### config.mk
export PLATFORM = sky130hd
export DESIGN_NAME = instr_loader
export DESIGN_NICKNAME = d
export VERILOG_FILES = /design/src/rtl/instr_loader.sv
export SDC_FILE = /design/constraint.sdc
export NUM_CORES = 1
export LEC_CHECK = 0
export CAP_MARGIN = 20
export CORE_MARGIN = 2
export CORE_UTILIZATION = 50
export CTS_BUF_LIST = sky130_fd_sc_hd__clkbuf_8
export DETAILED_ROUTE_END_ITERATION = 16
export HOLD_SLACK_MARGIN = 0.03
export PLACE_DENSITY = 0.77
export SLEW_MARGIN = 25
export SYNTH_ARGS = -nofsm -noshare
export SYNTH_HDL_FRONTEND = slang
export SYNTH_SLANG_ARGS = --single-unit
### constraint.sdc
create_clock -name clk -period 8.72 [get_ports clk]
set_input_delay 0.872 -clock clk [delete_from_list [all_inputs] [get_ports clk]]
set_output_delay 0.872 -clock clk [all_outputs]
set_load 0.02 [all_outputs]
### src/rtl/instr_loader.sv
`timescale 1ns/1ps
// Purpose: assembles a big-endian byte stream into 32-bit instructions, screens opcodes, writes imem, holds the core until loaded.
// Latency: 4th byte accepted at edge N -> imem write strobe during cycle N..N+1 -> done/error visible after edge N+1.
// Backpressure: in_ready is high only while receiving; it drops for the single write cycle, giving at most one word per 5 cycles.
module instr_loader #(
   parameter int ADDR_W = 8
) (
   input  logic              clk,
   input  logic              reset,
   input  logic              start,
   input  logic [ADDR_W:0]   word_count,
   input  logic [7:0]        in_byte,
   input  logic              in_valid,
   output logic              in_ready,
   output logic              imem_write_en,
   output logic [31:0]       imem_write_addr,
   output logic [31:0]       imem_write_data,
   output logic              cpu_hold,
   output logic              done,
   output logic              error,
   output logic [5:0]        bad_opcode,
   output logic [ADDR_W:0]   words_loaded
);

   typedef enum logic [2:0] {
      S_IDLE  = 3'd0,
      S_RECV  = 3'd1,
      S_WRITE = 3'd2,
      S_DONE  = 3'd3,
      S_ERR   = 3'd4
   } state_t;

   // Largest legal program: the whole imem.
   localparam logic [ADDR_W:0] MAX_WORDS = {1'b1, {ADDR_W{1'b0}}};
   localparam logic [ADDR_W:0] ONE_WORD  = (ADDR_W+1)'(1);

   // Opcodes the core's control decoder understands.
   function automatic logic opcode_ok(input logic [5:0] op);
      case (op)
         6'h00, 6'h23, 6'h2B, 6'h04: opcode_ok = 1'b1;
         default:                    opcode_ok = 1'b0;
      endcase
   endfunction

   state_t            state_q, state_nxt;
   logic [31:0]       shift_q, shift_nxt;
   logic [1:0]        byte_idx_q, byte_idx_nxt;
   logic [ADDR_W:0]   count_q, count_nxt;

   logic              wen_nxt;
   logic [31:0]       addr_nxt;
   logic [31:0]       data_nxt;
   logic              hold_nxt;
   logic              done_nxt;
   logic              error_nxt;
   logic [5:0]        bad_nxt;
   logic [ADDR_W:0]   loaded_nxt;

   logic [31:0]       assembled;
   logic              byte_take;

   // The only combinational output: ready exactly while collecting bytes.
   assign in_ready  = (state_q == S_RECV);
   assign byte_take = in_ready && in_valid;
   // Word as it will look once the current byte is shifted in (MSB first).
   assign assembled = {shift_q[23:0], in_byte};

   // State register and all registered outputs; reset drops any partial word.
   always_ff @(posedge clk or posedge reset) begin
      if (reset) begin
         state_q         <= S_IDLE;
         shift_q         <= '0;
         byte_idx_q      <= '0;
         count_q         <= '0;
         imem_write_en   <= 1'b0;
         imem_write_addr <= '0;
         imem_write_data <= '0;
         cpu_hold        <= 1'b1;
         done            <= 1'b0;
         error           <= 1'b0;
         bad_opcode      <= '0;
         words_loaded    <= '0;
      end else begin
         state_q         <= state_nxt;
         shift_q         <= shift_nxt;
         byte_idx_q      <= byte_idx_nxt;
         count_q         <= count_nxt;
         imem_write_en   <= wen_nxt;
         imem_write_addr <= addr_nxt;
         imem_write_data <= data_nxt;
         cpu_hold        <= hold_nxt;
         done            <= done_nxt;
         error           <= error_nxt;
         bad_opcode      <= bad_nxt;
         words_loaded    <= loaded_nxt;
      end
   end

   // Next-state and next-output decode; everything holds unless a state says otherwise.
   always_comb begin
      state_nxt    = state_q;
      shift_nxt    = shift_q;
      byte_idx_nxt = byte_idx_q;
      count_nxt    = count_q;
      wen_nxt      = 1'b0;
      addr_nxt     = imem_write_addr;
      data_nxt     = imem_write_data;
      hold_nxt     = cpu_hold;
      done_nxt     = done;
      error_nxt    = error;
      bad_nxt      = bad_opcode;
      loaded_nxt   = words_loaded;

      case (state_q)
         S_IDLE, S_DONE, S_ERR: begin
            if (start) begin
               done_nxt     = 1'b0;
               error_nxt    = 1'b0;
               bad_nxt      = '0;
               loaded_nxt   = '0;
               byte_idx_nxt = '0;
               hold_nxt     = 1'b1;
               count_nxt    = word_count;
               if (word_count == '0) begin
                  // Empty program: release the core straight away.
                  state_nxt = S_DONE;
                  done_nxt  = 1'b1;
                  hold_nxt  = 1'b0;
               end else if (word_count > MAX_WORDS) begin
                  // Program cannot fit; opcode field reads 0 to mark a size fault.
                  state_nxt = S_ERR;
                  error_nxt = 1'b1;
               end else begin
                  state_nxt = S_RECV;
               end
            end
         end

         S_RECV: begin
            if (byte_take) begin
               shift_nxt    = assembled;
               byte_idx_nxt = byte_idx_q + 2'd1;
               if (byte_idx_q == 2'd3) begin
                  state_nxt = S_WRITE;
                  // Strobe is registered, so it is launched here to be visible during WRITE.
                  if (opcode_ok(assembled[31:26])) begin
                     wen_nxt    = 1'b1;
                     addr_nxt   = {{(32-ADDR_W-3){1'b0}}, words_loaded, 2'b00};
                     data_nxt   = assembled;
                     loaded_nxt = words_loaded + ONE_WORD;
                  end
               end
            end
         end

         S_WRITE: begin
            // words_loaded already counts the word being written this cycle.
            if (opcode_ok(shift_q[31:26])) begin
               if (words_loaded == count_q) begin
                  state_nxt = S_DONE;
                  done_nxt  = 1'b1;
                  hold_nxt  = 1'b0;
               end else begin
                  state_nxt = S_RECV;
               end
            end else begin
               state_nxt = S_ERR;
               error_nxt = 1'b1;
               bad_nxt   = shift_q[31:26];
            end
         end

         default: begin
            state_nxt = S_IDLE;
         end
      endcase
   end

endmodule
==> flow_metrics.tcl, run 1 <==
set metrics [dict create \
    antenna_found_initial 0 \
    antenna_left 0 \
    postSynthCellCount 372 \
    drive_gt1_share_pct 17.8 \
    drv_slew 0 \
    p_sw_w 0.000695 \
    fp-row-count 34 \
    intPower_w 0.00113 \
    clk_latency_ns 0.38 \
    max_clock_freq_mhz 307 \
    syn2layout_area_growth_pct 22.8 \
    ys_seq_area_share_pct 56.8 \
    drc_errors 0 \
    drtPass1Iterations 5 \
    grt_first_pass_wirelength_um 15100 \
    worstReg2RegStart "state_q[0]$_DFFE_PP0P_" \
    chipHeight_um 99.7 \
    num_antenna_cells 0 \
    arrival_ns 2.39 \
    fp.coreArea_mm2 0.00881 \
    postSynthAreaPerCell_um2 12.3 \
    slowest_delay_ns 0.75 \
    hold_path.startpoint "imem_write_data[7]$_DFFE_PP0P_" \
    finalNonFillerCells 563 \
    post-cts-setup-buffers 0 \
    netlist_area_mm2 0.00458 \
    finalInstanceArea_mm2 0.00562 \
    tns_ns 0 \
    ys_warn_count 0 \
    worst_setup_path_end_kind "output pin" \
    p_leak_nw 2.53 \
    wl_per_cell_um 16.1 \
    post-route-period-util_pct 37.4 \
    wl_um 9070 \
    setup.worst_path.start_class "flop" \
    hold_class "reg2reg" \
    power.share.switching_pct 38.1 \
    finalHoldViolCount 0 \
    clock_skew_ns 0.0226 \
    p_comb_share_pct 38.5 \
    vias 2991 \
    placed_area_mm2 0.00540 \
    grt_usage_pct 19.3 \
    clockBufferDepth 2 \
    clockPowerShare_pct 17.0 \
    criticalPathCategory "reg2out" \
    postLayoutCoreUtil_pct 63.9 \
    clk_pin_slew_ns 0.12 \
    vdd_drop_max_mv 0.192 \
    cts_tree "done" \
    seqPwrFrac_pct 44.5 \
    tightest_slew_ns 0.907 \
    synth_flop_cell "dfrtp_1" \
    cap_violations 0 \
    cts_resized 0 \
    portBuffers 81 \
    clockRootBuffer "clkbuf_8" \
    dp_hpwl_um 6200 \
    p_per_area_mw_per_mm2 324 \
    detail_route.vias_per_cell 5.31 \
    holdBufCountCts 0 \
    gp_congestion 0.809 \
    required_ns 7.85 \
    slew-limit-headroom_pct 39.5 \
    path_cells "nand2b_1, nor2_1, clkdlybuf4s50_1" \
    drt_iter0_markers 163 \
    io-pin-count 105 \
    status "complete, no violations" \
    synth_cell_types 47 \
    crit_fanout 9 \
    min_period_ns 3.26 \
    crit_buf_inv 1 \
    initial_utilization_pct 52.0 \
    cts_inserted_buffers 9 \
    async_flop_share_pct 100 \
    path_delay_family "simple AND/OR/NAND/NOR gates" \
    setup_violations 0 \
    die-area_mm2 0.00994 \
    crit_start "state_q[2]$_DFFE_PP0P_" \
    clkSinkCount 104 \
    fin_nets 473 \
    cpMaxStageDelayCell "clkdlybuf4s50_1" \
    grt_pass1_vias 3016 \
    synth_seq_cells 104 \
    place_inst 547 \
    synth_enable_flop_cells 0 \
    fp.dieW_um 99.7 \
    htreeDepth 3 \
    grt-ovfl-total 0 \
    rsz0062_at_grt "false" \
    grt_max_degree 68 \
]
## per-layer routing
layer | GRT usage, % | vias to the layer above | share of wire (%)
met3 | 6.04 | 6 | 6.3
met4 | 5.69 | 0 | 0.84
met1 | 26.0 | 1490 | 45
met5 | 0 | - | 0
met2 | 30.4 | 97 | 48
li1 | - | 1398 | -
## worst paths after layout
check | end | slack (ns) | depth (start not counted)
worst max register to register | imem_write_data[29]$_DFFE_PP0P_ | 6.25 | 5
worst min register to register | imem_write_data[7]$_DFFE_PP0P_ | 0.50 | 1
min in group asynchronous | imem_write_addr[3]$_DFFE_PP0P_ | 0.86 | 2
max in group asynchronous | shift_q[14]$_DFFE_PP0P_ | 6.65 | 3
worst max-delay path | in_ready | 5.46 | 3
worst min-delay path | imem_write_data[7]$_DFFE_PP0P_ | 0.50 | 1
## state kept, by name, indices dropped and copies added (netlist names)
| name | cells |
|---|---|
| shift_q | 30 |
| imem_write_data | 32 |
| done | 1 |
| state_q | 3 |
| byte_idx_q | 2 |
| imem_write_addr | 9 |
| count_q | 9 |
| imem_write_en | 1 |
| error | 1 |
| cpu_hold | 1 |
| words_loaded | 9 |
| bad_opcode | 6 |
## cell usage after synthesis (4+ instances only)
cell type  instances  area share (%)
a211oi_1           4            0.66
a21oi_1            9            0.98
buf_2             10             1.1
buf_4             25             4.1
dfrtp_1          103              56
inv_1             11            0.90
mux2_1            20             4.9
mux2_2            48              12
nand2_1           39             3.2
nand3_1           10             1.1
nor2_1            17             1.4
nor2b_1            4            0.55
nor4_1             4            0.55
o21ai_0            4            0.44
o21ai_1            9            0.98
xnor2_1           13             2.5
## cells by family (layout without fill, tap and decap cells)
logic type | Yosys count | after routing | share of synthesized area [%]
fa+ha+maj | 2 | 2 | 0.546
flops | 104 | 104 | 56.8
buf+inv | 49 | 110 | 6.34
simple gates | 90 | 90 | 9.48
other cells | 1 | 23 | 0.0819
mux | 68 | 68 | 16.7
xor+xnor | 15 | 15 | 2.87
compound gates | 43 | 43 | 7.13
## power by group through the flow
stage | Clock (W) | Sequential, W | Combinational [W]
6_report | 0.000310 | 0.000812 | 0.000703
5_1_grt | 0.000340 | 0.000837 | 0.000765
4_1_cts | 0.000322 | 0.000811 | 0.000708
3_5_place_dp | 0 | 0.000818 | 0.000705
3_3_place_gp | 0 | 0.000810 | 0.000682
2_1_floorplan | 0 | 0.000863 | 0.000393
## metrics by stage
step	total power, W	setup slack [ns]	hold WS, ns
floorplan	0.00126	5.12	0.465
detailed placement	0.00152	5.40	0.476
finish	0.00182	5.46	0.503
global route	0.00194	5.35	0.523
global placement	0.00149	5.24	0.469
CTS	0.00184	5.46	0.506
## area by class of cell
class	instances	area, µm²
tap	108	135
clock buffer	9	124
clock inverter	7	93.8
fill	728	3180
inverter	11	43.8
sequential	104	2600
timing repair buffer	83	846
multi-input combinational	241	1780
## cell usage in the layout (no fill, tap or decap), types with 8 or more instances in the layout
cell type,count
clkbuf_8,9
nand3_1,10
mux2_2,48
o21ai_1,8
nand2_1,39
a21oi_1,9
nor2_1,17
mux2_1,20
conb_1,23
xnor2_1,13
clkdlybuf4s50_1,81
inv_1,10
dfrtp_1,103
Power figures use the tool's default switching activity.
==> run 2, diff against run 1 <==
Clock period 8.72 ns to 3.2 ns, I/O delays scaled along.
==> run 2 against run 1 <==
  * Wire length is 0.47% lower
  * Combinational power grew to 2.8 times the previous value
  * Die area unchanged
  * Core utilization about the same
  * First-iteration DRC count is 21% lower
  * Flip-flop and latch count unchanged
  * Power grew to 2.7 times the previous value
  * Design area about the same
  * Register-to-register slack lost 5.3 ns
  * Largest power group unchanged
  * Via count grew 0.94%
  * Global-route usage fell by 0.14 points
==> flow_metrics.tcl, run 2 (synthesis gave the netlist of run 1 again) <==
set metrics [dict create \
    setup_violations 0 \
    totalPowerFinal_w 0.00494 \
    finalHoldViolCount 0 \
    gp_congestion 0.814 \
    tightest_slew_ns 0.760 \
    regToRegSetupSlack_ns 1.00 \
    vdd_drop_max_mv 0.528 \
    crit_fanout 11 \
    grt_first_pass_wirelength_um 15100 \
    die-area_mm2 0.00994 \
    clk_pin_slew_ns 0.11 \
    cts_resized 0 \
    arrival_ns 1.96 \
    largest-register "imem_write_data" \
    clk_latency_ns 0.37 \
    status "complete, no violations" \
    drtPass1Iterations 4 \
    mostFrequentLayoutCells "103 x dfrtp_1, 81 x clkdlybuf4s50_1, 48 x mux2_2, 39 x nand2_1, 23 x conb_1" \
    clockBufferDepth 2 \
    rr_endpoint "imem_write_addr[8]$_DFFE_PP0P_" \
    fillers 672 \
    io-pin-count 105 \
    slowest_delay_ns 0.63 \
    worstReg2RegStart "state_q[0]$_DFFE_PP0P_" \
    vias 3019 \
    antenna_found_initial 0 \
    antenna_left 0 \
    top_regs "imem_write_data: 32 flops, shift_q: 30 flops" \
    drive_gt1_share_pct 18.5 \
    clock_skew_ns 0.0133 \
    fp-row-count 34 \
    drv_slew 0 \
    wl_um 9030 \
    setup.worst_path.start_class "flop" \
    fin_nets 478 \
    min_period_ns 2.28 \
    syn2layout_area_growth_pct 22.8 \
    initial_utilization_pct 52.0 \
    htreeDepth 3 \
    path_cells "nand2b_1, nor2_1, buf_4, clkdlybuf4s50_1" \
    worst_setup_path_end_kind "output pin" \
    clkSinkCount 104 \
    portBuffers 81 \
    criticalPathCategory "reg2out" \
    grt-ovfl-total 0 \
    slew-limit-headroom_pct 49.0 \
    rsz0062_at_grt "false" \
    cts_tree "done" \
    grt_pass1_vias 3089 \
    post-route-period-util_pct 71.3 \
    detail_route.vias_per_cell 5.32 \
    drc_errors 0 \
    tns_ns 0 \
    finalNonFillerCells 568 \
    clockRootBuffer "clkbuf_8" \
    chipHeight_um 99.7 \
    final_common_cell "dfrtp_1" \
    max_clock_freq_mhz 438 \
    grt_usage_pct 19.2 \
    cts_inserted_buffers 9 \
    largest_register_ffs 32 \
    post-cts-setup-buffers 0 \
    place_inst 552 \
    dp_hpwl_um 6330 \
    p_per_area_mw_per_mm2 878 \
    p_leak_nw 2.55 \
    wl_per_cell_um 15.9 \
    hold_class "in2async" \
    fp.dieW_um 99.7 \
    cpMaxStageDelayCell "clkdlybuf4s50_1" \
    fp.coreArea_mm2 0.00881 \
    drt_iter0_markers 129 \
    required_ns 2.88 \
    layout_setup_ws_ns 0.918 \
    place_worst_setup_slack_ns 0.692 \
    cap_violations 0 \
    holdBufCountCts 0 \
    reg2reg_depth 5 \
    grt_max_degree 57 \
    num_antenna_cells 0 \
]
## run 2: worst max path at each step
stage | start | slack, ns | cells past startpoint | to
6_report | state_q[0]$_DFFE_PP0P_ | 0.92 | 4 | in_ready
3_3_place_gp | in_valid | 0.77 | 6 | imem_write_addr[7]$_DFFE_PP0P_
2_1_floorplan | reset | 0.15 | 1 | bad_opcode[0]$_DFFE_PP0P_
4_1_cts | state_q[2]$_DFFE_PP0P_ | 0.90 | 4 | in_ready
3_5_place_dp | in_valid | 0.69 | 6 | imem_write_addr[5]$_DFFE_PP0P_
5_1_grt | state_q[0]$_DFFE_PP0P_ | 0.81 | 4 | in_ready
## run 2: per-layer routing
metal	wire (µm)	track usage, %	up-vias
li1	-	-	1404
met1	4010	25.1	1509
met2	4280	30.1	95
met3	643	7.31	11
met4	90	5.37	0
met5	0	0	-
## run 2: power breakdown
part	switching [W]	leakage, nW	internal (W)
clock	0.000480	0.101	0.000302
combinational	0.000978	1.10	0.000974
sequential	0.000395	1.35	0.00181
total	0.00185	2.55	0.00309
## run 2: cell type report
type | instances | area (µm²) | share of cell area (%)
clock buffers | 9 | 124 | 2.20
clock inverters | 7 | 66.3 | 1.18
inverters | 11 | 43.8 | 0.778
multi-input cells | 241 | 1780 | 31.6
flip-flops and latches | 104 | 2600 | 46.3
well taps | 108 | 135 | 2.40
repair buffers | 88 | 876 | 15.6
## run 2: metrics by stage
step	hold WS, ns	area (µm²)	utilization (%)
global route	0.460	5630	63.9
CTS	0.419	5620	63.9
detailed placement	0.479	5430	61.7
finish	0.389	5630	63.9
global placement	0.469	5430	61.7
floorplan	0.425	4660	-
## run 2: critical path, delay by kind of cell (launching register included)
kind	cells	cell delay, ns
buffers and inverters	2	0.82
flip-flops	1	0.55
AND/OR/NAND/NOR	2	0.22
==> run 3, diff against run 2 <==
Clock period 3.2 ns to 2.16 ns, I/O delays scaled along.
==> run 3 against run 2 <==
  * Combinational power increased by 50%
  * Critical path depth rose by 2
  * Clock power up 56%
  * Power up 50%
  * Flip-flop and latch count unchanged
  * Setup slack worse by 0.63 ns
  * Worst hold slack lost 0.096 ns
  * Non-clock buffer count up 4
  * Critical path type is now reg2reg
==> flow_metrics.tcl, run 3 (synthesis gave the netlist of run 1 again) <==
set metrics [dict create \
    status "complete, no violations" \
    crit_buf_inv 1 \
    largest_register_ffs 32 \
    fp-row-count 34 \
    multi_input_area_mm2 0.00177 \
    holdBufCountCts 0 \
    grt_max_degree 105 \
    largest-register "imem_write_data" \
    dp_hpwl_um 6050 \
    hold_class "in2async" \
    vdd_drop_max_mv 0.805 \
    slew-limit-headroom_pct 61.7 \
    post-route-period-util_pct 86.6 \
    path_depth 6 \
    io-pin-count 105 \
    p_per_area_mw_per_mm2 1300 \
    max_clock_freq_mhz 534 \
    clockRootBuffer "clkbuf_8" \
    vias 3014 \
    syn2layout_area_growth_pct 24.4 \
    die-area_mm2 0.00994 \
    wl_um 8780 \
    rsz0062_at_grt "false" \
    chipHeight_um 99.7 \
    timing.hold.ws_ns 0.293 \
    cpMaxStageDelayCell "dfrtp_1" \
    worst_setup_path_end_kind "flop" \
    detail_route.vias_per_cell 5.27 \
    fin_nets 482 \
    min_period_ns 1.87 \
    p_leak_nw 2.58 \
    clock_skew_ns 0.0151 \
    wl_per_cell_um 15.3 \
    gp_congestion 0.844 \
    tightest_slew_ns 0.575 \
    drt_iter0_markers 179 \
    htreeDepth 3 \
    fp.dieW_um 99.7 \
    path_cells "nor4_1, o21ai_1, buf_4, a211oi_2, a21oi_1, a31o_1" \
    final_common_cell "dfrtp_1" \
    top_regs "imem_write_data: 32 flops, shift_q: 30 flops" \
    grt_usage_pct 18.8 \
    grt_first_pass_wirelength_um 14800 \
    initial_utilization_pct 52.0 \
    drive_gt1_share_pct 19.4 \
    regToRegSetupSlack_ns 0.29 \
    drtPass1Iterations 4 \
    cts_tree "done" \
    clockBufferDepth 2 \
    required_ns 2.43 \
    cap_violations 0 \
    drc_errors 0 \
    arrival_ns 2.14 \
    setup_violations 0 \
    fp.coreArea_mm2 0.00881 \
    fillers 696 \
    criticalPathCategory "reg2reg" \
    setup.worst_path.start_class "flop" \
    path_delay_family "compound AO/OA/AOI/OAI gates" \
    grt_pass1_vias 3001 \
    antenna_left 0 \
    seqCellArea_mm2 0.00261 \
    cts_inserted_buffers 9 \
    tns_ns 0 \
    portBuffers 81 \
    drv_slew 0 \
    clk_pin_slew_ns 0.11 \
    mostFrequentLayoutCells "102 x dfrtp_1, 80 x clkdlybuf4s50_1, 48 x mux2_2, 39 x nand2_1, 23 x conb_1" \
    antenna_found_initial 0 \
    crit_fanout 7 \
    slowest_delay_ns 0.45 \
    grt-ovfl-total 0 \
    finalHoldViolCount 0 \
    reg2reg_depth 6 \
    clkSinkCount 104 \
    clk_latency_ns 0.38 \
    num_antenna_cells 0 \
]
-- run 3: where the power goes --
| group | switching (W) | total (W) | internal, W |
|---|---|---|---|
| Sequential | 0.000576 | 0.00326 | 0.00268 |
| Combinational | 0.00143 | 0.00292 | 0.00149 |
| Clock | 0.000754 | 0.00122 | 0.000467 |
-- run 3: timing repair --
| action | in CTS | in global routing |
|---|---|---|
| buffers inserted | 0 | 0 |
| setup endpoints to repair | 0 | 1 |
| gates resized for setup | 0 | 2 |
| endpoints found under the hold margin | 0 | 0 |
-- run 3: worst min-delay path, stage by stage --
cell,delay (ns)
clkdlybuf4s50_1,0.44
clkinvlp_4,0.09
buf_12,0.37
-- run 3: layer usage --
metal  routed length, µm  part of all wire, %  vias up  track usage (%)
li1                    -                    -     1420                -
met1                3970                   45     1500             25.0
met2                4160                   47       88             29.6
met3                 559                  6.4        6             7.17
met4                  83                 0.95        0             4.43
met5                   0                    0        -                0
-- run 3: area by class of cell --
| cell class | instances | area share [%] |
|---|---|---|
| tap | 108 | 2.37 |
| multi-input combinational | 241 | 31.1 |
| clock buffer | 9 | 2.17 |
| inverter | 11 | 0.791 |
| timing repair buffer | 92 | 16.4 |
| sequential | 104 | 45.7 |
| clock inverter | 7 | 1.43 |
-- run 3: per-stage QoR --
step / total power [W] / utilization (%) / instance area, µm² / setup WS [ns] / std cells
after detailed placement: 0.00624 / 62.3 / 5490 / 0.180 / 556
after floorplan: 0.00507 / - / 4670 / 0.425 / 394
after global routing: 0.00790 / 64.7 / 5700 / 0.0975 / 572
final: 0.00740 / 64.7 / 5700 / 0.289 / 572
after global placement: 0.00612 / 62.3 / 5490 / 0.223 / 556
after CTS: 0.00747 / 64.7 / 5690 / 0.00392 / 572
-- run 3: path summary, 6_finish.rpt --
kind | from | end
max | shift_q[18]$_DFFE_PP0P_ | words_loaded[6]$_DFFE_PP0P_
min | reset | bad_opcode[1]$_DFFE_PP0P_
max reg2reg | shift_q[18]$_DFFE_PP0P_ | words_loaded[6]$_DFFE_PP0P_
min reg2reg | imem_write_data[16]$_DFFE_PP0P_ | imem_write_data[16]$_DFFE_PP0P_
max in group asynchronous | reset | shift_q[15]$_DFFE_PP0P_
min in group clk | word_count[3] | count_q[3]$_DFFE_PP0P_
